[src/rtl/bus_load_ctrl_if.sv]
// Transfer and RAM-write channel for bus_load_ctrl.
// The transfer side carries the bus value, its destination code and the
// valid/ready handshake; the memory side carries the write request, the
// captured address/data and the acknowledge returned by the RAM.
interface bus_load_ctrl_if;
  logic [7:0] bus;
  logic [2:0] ld;
  logic       valid;
  logic       ready;
  logic       mem_we;
  logic       mem_ack;
  logic [3:0] mem_addr;
  logic [7:0] mem_wdata;

  // Environment side: drives transfers and answers RAM writes.
  modport master (
    output bus, ld, valid, mem_ack,
    input  ready, mem_we, mem_addr, mem_wdata
  );

  // Controller side: accepts transfers and issues RAM writes.
  modport slave (
    input  bus, ld, valid, mem_ack,
    output ready, mem_we, mem_addr, mem_wdata
  );
endinterface

[src/rtl/bus_load_ctrl.sv]
// Bus load controller: routes the common bus value into the architectural
// registers (AR, PC, DR, AC, IR) according to a destination code, applies
// per-cycle register micro-ops, and runs a single outstanding RAM write with
// an acknowledge timeout. Any reserved destination code or a write timeout
// raises a sticky error flag that only reset clears.
module bus_load_ctrl #(
  // Cycles spent waiting for mem_ack before the write is abandoned (1..255).
  parameter int unsigned ACK_TIMEOUT = 15
) (
  input  logic              clk,
  input  logic              rst_n,
  bus_load_ctrl_if.slave    bif,
  input  logic              inc_ar_i,
  input  logic              inc_pc_i,
  input  logic              clr_ac_i,
  output logic [3:0]        ar_o,
  output logic [3:0]        pc_o,
  output logic [7:0]        dr_o,
  output logic [7:0]        ac_o,
  output logic [7:0]        ir_o,
  output logic              err_o
);

  // Destination codes carried on ld; the value doubles as the bit index
  // into the one-hot select vector below.
  localparam int LD_NONE = 0;
  localparam int LD_AR   = 1;
  localparam int LD_PC   = 2;
  localparam int LD_DR   = 3;
  localparam int LD_AC   = 4;
  localparam int LD_IR   = 5;
  localparam int LD_RAM  = 6;
  localparam int LD_RSVD = 7;

  // Counter value on which an unacknowledged write is given up.
  localparam logic [7:0] TIMEOUT_LAST = 8'(ACK_TIMEOUT - 1);

  typedef enum logic {
    S_IDLE  = 1'b0,
    S_WRITE = 1'b1
  } state_e;

  state_e     state_q, state_d;
  logic [7:0] cnt_q, cnt_d;
  logic [3:0] ar_q, ar_d;
  logic [3:0] pc_q, pc_d;
  logic [7:0] dr_q, dr_d;
  logic [7:0] ac_q, ac_d;
  logic [7:0] ir_q, ir_d;
  logic [3:0] maddr_q, maddr_d;
  logic [7:0] mwdata_q, mwdata_d;
  logic       mem_we_q, mem_we_d;
  logic       err_q, err_d;

  logic       accept;
  logic [7:0] ld_sel;

  // A transfer is taken only while idle; ld_sel is one-hot on the accepted
  // destination and all-zero otherwise, so ignored transfers cannot leak.
  assign accept = bif.valid && (state_q == S_IDLE);
  assign ld_sel = accept ? (8'b1 << bif.ld) : 8'b0;

  // Architectural register next state: an accepted load beats the
  // micro-op aimed at the same register in the same cycle.
  always_comb begin
    ar_d = ar_q;
    pc_d = pc_q;
    dr_d = dr_q;
    ac_d = ac_q;
    ir_d = ir_q;

    if (ld_sel[LD_AR]) begin
      ar_d = bif.bus[3:0];
    end else if (inc_ar_i) begin
      ar_d = ar_q + 4'd1;
    end

    if (ld_sel[LD_PC]) begin
      pc_d = bif.bus[3:0];
    end else if (inc_pc_i) begin
      pc_d = pc_q + 4'd1;
    end

    if (ld_sel[LD_AC]) begin
      ac_d = bif.bus;
    end else if (clr_ac_i) begin
      ac_d = 8'h00;
    end

    if (ld_sel[LD_DR]) begin
      dr_d = bif.bus;
    end

    if (ld_sel[LD_IR]) begin
      ir_d = bif.bus;
    end
  end

  // Write FSM next state: capture address/data on entry, then leave on
  // acknowledge or when the wait budget runs out (ack wins a tie).
  always_comb begin
    state_d  = state_q;
    cnt_d    = cnt_q;
    maddr_d  = maddr_q;
    mwdata_d = mwdata_q;
    mem_we_d = mem_we_q;
    err_d    = err_q | ld_sel[LD_RSVD];

    case (state_q)
      S_IDLE: begin
        if (ld_sel[LD_RAM]) begin
          state_d  = S_WRITE;
          maddr_d  = ar_q;
          mwdata_d = bif.bus;
          mem_we_d = 1'b1;
          cnt_d    = 8'd0;
        end
      end
      S_WRITE: begin
        if (bif.mem_ack) begin
          state_d  = S_IDLE;
          mem_we_d = 1'b0;
          cnt_d    = 8'd0;
        end else if (cnt_q == TIMEOUT_LAST) begin
          state_d  = S_IDLE;
          mem_we_d = 1'b0;
          cnt_d    = 8'd0;
          err_d    = 1'b1;
        end else begin
          cnt_d    = cnt_q + 8'd1;
        end
      end
      default: begin
        state_d  = S_IDLE;
        mem_we_d = 1'b0;
        cnt_d    = 8'd0;
      end
    endcase
  end

  // State register; reset wins over every load, micro-op and acknowledge.
  always_ff @(posedge clk) begin
    if (!rst_n) begin
      state_q  <= S_IDLE;
      cnt_q    <= 8'd0;
      ar_q     <= 4'h0;
      pc_q     <= 4'h0;
      dr_q     <= 8'h00;
      ac_q     <= 8'h00;
      ir_q     <= 8'h00;
      maddr_q  <= 4'h0;
      mwdata_q <= 8'h00;
      mem_we_q <= 1'b0;
      err_q    <= 1'b0;
    end else begin
      state_q  <= state_d;
      cnt_q    <= cnt_d;
      ar_q     <= ar_d;
      pc_q     <= pc_d;
      dr_q     <= dr_d;
      ac_q     <= ac_d;
      ir_q     <= ir_d;
      maddr_q  <= maddr_d;
      mwdata_q <= mwdata_d;
      mem_we_q <= mem_we_d;
      err_q    <= err_d;
    end
  end

  assign bif.ready     = (state_q == S_IDLE);
  assign bif.mem_we    = mem_we_q;
  assign bif.mem_addr  = maddr_q;
  assign bif.mem_wdata = mwdata_q;

  assign ar_o  = ar_q;
  assign pc_o  = pc_q;
  assign dr_o  = dr_q;
  assign ac_o  = ac_q;
  assign ir_o  = ir_q;
  assign err_o = err_q;

endmodule

[src/flat_wrapper.sv]
// flat-port wrapper written by rule: the top's interface ports become plain ports
module bus_load_ctrl_flat 
#(
                                                                             
  parameter int unsigned ACK_TIMEOUT = 15
)
  (clk, rst_n, inc_ar_i, inc_pc_i, clr_ac_i, ar_o, pc_o, dr_o, ac_o, ir_o, err_o, bif_bus, bif_ld, bif_valid, bif_mem_ack, bif_ready, bif_mem_we, bif_mem_addr, bif_mem_wdata);
  bus_load_ctrl_if bif_i ();
  input  logic clk;
  input  logic rst_n;
  input  logic inc_ar_i;
  input  logic inc_pc_i;
  input  logic clr_ac_i;
  output logic [3:0] ar_o;
  output logic [3:0] pc_o;
  output logic [7:0] dr_o;
  output logic [7:0] ac_o;
  output logic [7:0] ir_o;
  output logic err_o;
  input wire logic [$bits(bif_i.bus)-1:0] bif_bus;
  input wire logic [$bits(bif_i.ld)-1:0] bif_ld;
  input wire logic [$bits(bif_i.valid)-1:0] bif_valid;
  input wire logic [$bits(bif_i.mem_ack)-1:0] bif_mem_ack;
  output wire logic [$bits(bif_i.ready)-1:0] bif_ready;
  output wire logic [$bits(bif_i.mem_we)-1:0] bif_mem_we;
  output wire logic [$bits(bif_i.mem_addr)-1:0] bif_mem_addr;
  output wire logic [$bits(bif_i.mem_wdata)-1:0] bif_mem_wdata;
  assign bif_i.bus = bif_bus;
  assign bif_i.ld = bif_ld;
  assign bif_i.valid = bif_valid;
  assign bif_i.mem_ack = bif_mem_ack;
  assign bif_ready = bif_i.ready;
  assign bif_mem_we = bif_i.mem_we;
  assign bif_mem_addr = bif_i.mem_addr;
  assign bif_mem_wdata = bif_i.mem_wdata;
  bus_load_ctrl #(.ACK_TIMEOUT(ACK_TIMEOUT)) u_core (.clk(clk), .rst_n(rst_n), .bif(bif_i), .inc_ar_i(inc_ar_i), .inc_pc_i(inc_pc_i), .clr_ac_i(clr_ac_i), .ar_o(ar_o), .pc_o(pc_o), .dr_o(dr_o), .ac_o(ac_o), .ir_o(ir_o), .err_o(err_o));
endmodule
[config.mk]
export PLATFORM = sky130hd
export DESIGN_NAME = bus_load_ctrl_flat
export DESIGN_NICKNAME = d
export VERILOG_FILES = /design/src/rtl/bus_load_ctrl_if.sv /design/src/rtl/bus_load_ctrl.sv /design/src/flat_wrapper.sv
export SDC_FILE = /design/constraint.sdc
export NUM_CORES = 1
export LEC_CHECK = 0
export ABC_AREA = 1
export CAP_MARGIN = 20
export CORE_UTILIZATION = 47
export DETAILED_ROUTE_END_ITERATION = 10
export GPL_TIMING_DRIVEN = 0
export HOLD_SLACK_MARGIN = 0.12
export PLACE_DENSITY = 0.85
export SYNTH_ARGS = -nofsm -noshare
export SYNTH_HDL_FRONTEND = slang
export SYNTH_SLANG_ARGS = --single-unit
[constraint.sdc]
create_clock -name clk -period 1.6 [get_ports clk]
set_input_delay 0.48 -clock clk [delete_from_list [all_inputs] [get_ports clk]]
set_output_delay 0.48 -clock clk [all_outputs]
set_load 0.01 [all_outputs]
After elaboration in Yosys (flattened, before gate mapping). Index checks and enable logic that the tools add are counted.

Flip-flop bits (word level): 55. Input bits: 18. Output and inout port bits: 47. Word-level logic and storage cells: 48.

Add/sub/neg operators: 3. Eq/ne operators: 3. Shift operators: 1. Muxes and demuxes: 22. Bitwise operators: 2. Reductions and logical operators: 6.

Operators with widths (count): two-way mux 8 bit (6); two-way mux 4 bit (4); case mux 8 bit (2 select lines) (1); two-way mux 1 bit (9); adder 4 x 1 -> 4 bit, second input constant (2); adder 8 x 1 -> 8 bit, second input constant (1); == test 8 x 4 -> 1 bit, second input constant (1); left shift 1 x 3 -> 8 bit, first input constant (1); nonzero test 2 bit (3); case mux 1 bit (2 select lines) (2); AND reduction 2 bit (2); != test 3 bit, second input constant (1); != test 2 x 1 -> 1 bit, second input constant (1); logical AND 1 bit (1); inverter 1 bit (1); bitwise OR 1 bit (1).

Depth between registers and ports, before layout.
Word-level depth: 7. Mapped depth: 7. Mapped depth without buffers: 7.

Least setup slack after synthesis. Ideal clock, no wire load.

Path kind: reg-to-reg. From: reg u_core.cnt_q[0]. To: reg u_core.cnt_q[1]. Setup time: 0.117 ns. Arrival time: 1.169 ns. Data required time: 1.483 ns. Slack: 0.314 ns. Stages on the path, launching flop included: 8. Path buffers: 0. Clock period less this slack: 1.286 ns. Path through: dfxtp_1 inv_1 ha_1 nand2_1 o21ai_0 nand2_1 nand2_1 nor2_1.

Cells in the longest elaborated chain, start to end: 4. Elaborated cells between the ends (all ways): 5. Those cells by class: add/sub: 1; eq/ne: 1; mux: 3.

Ends and longest elaborated chain: start: declaration (RTL line bus_load_ctrl.sv:44) `logic [7:0] cnt_q, cnt_d;`; start signal: assignment (RTL line bus_load_ctrl.sv:157) `cnt_q <= cnt_d;`; adder 8 x 1 -> 8 bit / == test 8 x 4 -> 1 bit (equally long branches) (RTL line bus_load_ctrl.sv:130, bus_load_ctrl.sv:124); two-way mux 8 bit (*) (RTL line bus_load_ctrl.sv:124) `end else if (cnt_q == TIMEOUT_LAST) begin`; two-way mux 8 bit (*) (RTL line bus_load_ctrl.sv:120) `if (bif.mem_ack) begin`; case mux 8 bit (2 select lines) (*) (RTL line bus_load_ctrl.sv:109) `case (state_q)`.

Every way passes the cells marked *; elsewhere a longest branch is shown, timed or not. A chain may end at the register's enable or synchronous reset.

Worst setup path in the final report.
From: reg u_core.state_q. To: out bif_ready.

Cells in the longest elaborated chain, start to end: 1.

Ends and longest elaborated chain: start: declaration (RTL line bus_load_ctrl.sv:43) `state_e state_q, state_d;`; start signal: assignment (RTL line bus_load_ctrl.sv:156) `state_q <= state_d;`; inverter 1 bit (RTL line bus_load_ctrl.sv:170) `assign bif.ready = (state_q == S_IDLE);`; end: declaration (RTL line flat_wrapper.sv:24) `output wire logic [$bits(bif_i.ready)-1:0] bif_ready;`.

Every way passes these cells.

==> flow_summary.yaml <==
worst_setup_path:
  path_buf_inv: 2
  critPathLaunchType: "flip-flop"
  cp.arrival_ns: 1.08
  end_kind: "output pin"
  slowest_delay_ns: 0.35
  critPathTopFamily: "buffers and inverters"
  critPathMaxFanout: 5
  cp.required_ns: 1.12
  path_class: "flip-flop to output pin"
  path_cells: "inv_2 > dlygate4sd2_1"
  crit_slowest_cell: "dfxtp_2"
grt:
  grt_max_degree: 17
  gr-total-overflow: 0
  grt_first_pass_wirelength_microns: 9515
  grt_antenna_before_repair: 0
  grt_pass1_vias: 2113
  groute.usage.overall_pct: 24.02
floorplan:
  start_util_pct: 48.58
  pin_count: 65
  num_rows: 25
  core-area_sq_um: 4723
  die_h_microns: 71.88
  die_area_sq_um: 5166
  die_w_microns: 71.88
sta:
  setup_viol: 0
  finClkSkew_ns: 0.006285
  finalHoldViolCount: 0
  period_needed_ns: 1.557
  postLayoutSetupSlackWorst_ns: 0.04269
  maxSlewHeadroom_pct: 68.79
  period_share_pct: 97.33
  tightestPinTransition_ns: 0.4681
  whs_ns: 0.4651
  maxSlewViolCount: 0
  rsz0062_at_grt: "no"
  max_freq_mhz: 642.1
detailed_routing:
  drt_iter0_markers: 163
  routedWlPerCell_microns: 13.25
  vias: 2279
  totalWireLength_microns: 5895
  via_per_inst: 5.121
  first_pass_iters: 6
  antenna_left: 0
  drc: 0
synth:
  syn-num-nets: 322
  yosys_warnings: 0
  netlist_instances: 300
  synth_ff_type: "dfxtp_1"
  synth_area_leaders: "dfxtp_1, nor2_1, o21ai_0, nand2_1, a21oi_1"
  synth_top_area_share_pct: 47.98
  synth_seq_area_share_pct: 47.98
  async_flop_share_pct: 0
  synth_cell_types: 29
  ys_ff_latch: 55
  synthesis.area_sq_um: 2295
  synth.avg_cell_area_sq_um: 7.649
  synth-edff-count: 0
  yosysTopAreaCell: "dfxtp_1"
placed_design:
  dp_hpwl_microns: 4236
  place_congestion: 0.9082
  port_buffers: 64
  place_area_sq_um: 3019
  pre_cts_ws_ns: -0.4420
  dp.cells: 431
cells_and_area:
  multiInputGateArea_sq_um: 1071
  layout_commonest_cell: "nor2_1"
  drive_gt1_share_pct: 10.58
  layout_common_cells: "nor2_1, dfxtp_1, dlygate4sd2_1"
  final_core_util_pct: 66.57
  stdcell_count: 445
  num_antenna_cells: 0
  area_delta_synth_final_pct: 37.02
  fillers: 403
  seq_area_sq_um: 1105
  fin_nets: 399
  fin_area_sq_um: 3144
pwr:
  ir_drop_mv: 0.7096
  power_density_nw_per_um2: 836.4
  power.static_leakage_nw: 1.493
clock_tree:
  clk_path_buf_depth: 2
  clk_pin_slew_ns: 0.10
  numCtsBuffers: 5
  htree_levels: 2
  hold_buffers: 0
  numClockSinks: 55
  insertion_delay_ns: 0.32
  cts_tree: "built"
  cts_root_buf: "clkbuf_8"
run:
  cap_viol_max_count: 0
min_path:
  hp-class: "flip-flop to flip-flop"
run_status:
  status: "finished clean"
## layout make-up
cell class / instances / share of cell area, %
flip-flops and latches: 55 / 35.14
multi-input cells: 211 / 34.06
repair buffers: 70 / 20.06
inverters: 26 / 3.183
clock buffers: 7 / 3.064
well taps: 67 / 2.666
plain buffers: 8 / 1.592
clock inverters: 1 / 0.2388
## cell usage after synthesis (all sizes together) (2+ instances only)
cell type,n
nor3,2
xnor2,3
ha,4
o21ai,42
clkbuf,4
nor2,60
dfxtp,55
nand3,10
nand4,3
buf,4
inv,26
nand2,51
a21oi,33
## sequential cells by signal, indices dropped and copies added, names as in the netlist
register	cells
u_core.err_o	1
u_core.dr_o	8
u_core.bif.mem_addr	4
u_core.cnt_q	8
u_core.state_q	1
u_core.ir_o	8
u_core.pc_o	4
u_core.ac_o	8
u_core.bif.mem_we	1
u_core.bif.mem_wdata	8
u_core.ar_o	4
## stage by stage
step	power, mW	TNS [ns]
5_1_grt	2.724	0
3_3_place_gp	1.821	-16.76
6_report	2.630	0
4_1_cts	2.627	0
2_1_floorplan	1.637	0
3_5_place_dp	1.830	-18.54
## layer usage
metal	GRT usage, %	wire (microns)
met1	27.93	2597
met2	41.72	2921
met3	6.470	297
met4	10.02	79
met5	0	0
## where the power goes
group,switching [mW],leakage (nW),total [mW],internal [mW]
registers,0.0320,0.448,1.45,1.42
clock network,0.454,0.0505,0.848,0.394
logic,0.188,0.995,0.333,0.145
total,0.674,1.49,2.63,1.96
## worst min-delay path, stage by stage, from the launching register on
cell	delay, ns
dfxtp_1	0.32
nand2_1	0.06
a21oi_1	0.05
## path summary, 6_finish.rpt
kind / cells after the start / to / slack (ns) / start
hold reg to reg: 2 / u_core.ac_o[7] / 0.47 / u_core.ac_o[7]
setup reg to reg: 7 / u_core.cnt_q[1] / 0.18 / u_core.cnt_q[0]
setup / recovery: 2 / bif_ready / 0.04 / u_core.state_q
hold / removal: 2 / u_core.ac_o[7] / 0.47 / u_core.ac_o[7]
## kinds of logic after synthesis
logic type	Yosys count	synth area share (%)
flops	55	47.98
compound gates	76	17.28
fa+ha+maj	4	2.181
simple gates	127	24.59
xor+xnor	4	1.527
buf+inv	34	6.434
## repair_timing
action	in CTS	in global routing
endpoints found under the hold margin	0	0
endpoints found under the setup margin	86	38
buffers inserted	4	1
gates resized for setup	54	9
pin swaps	2	3
gates cloned	0	1
(Power assumes the default switching activity.)
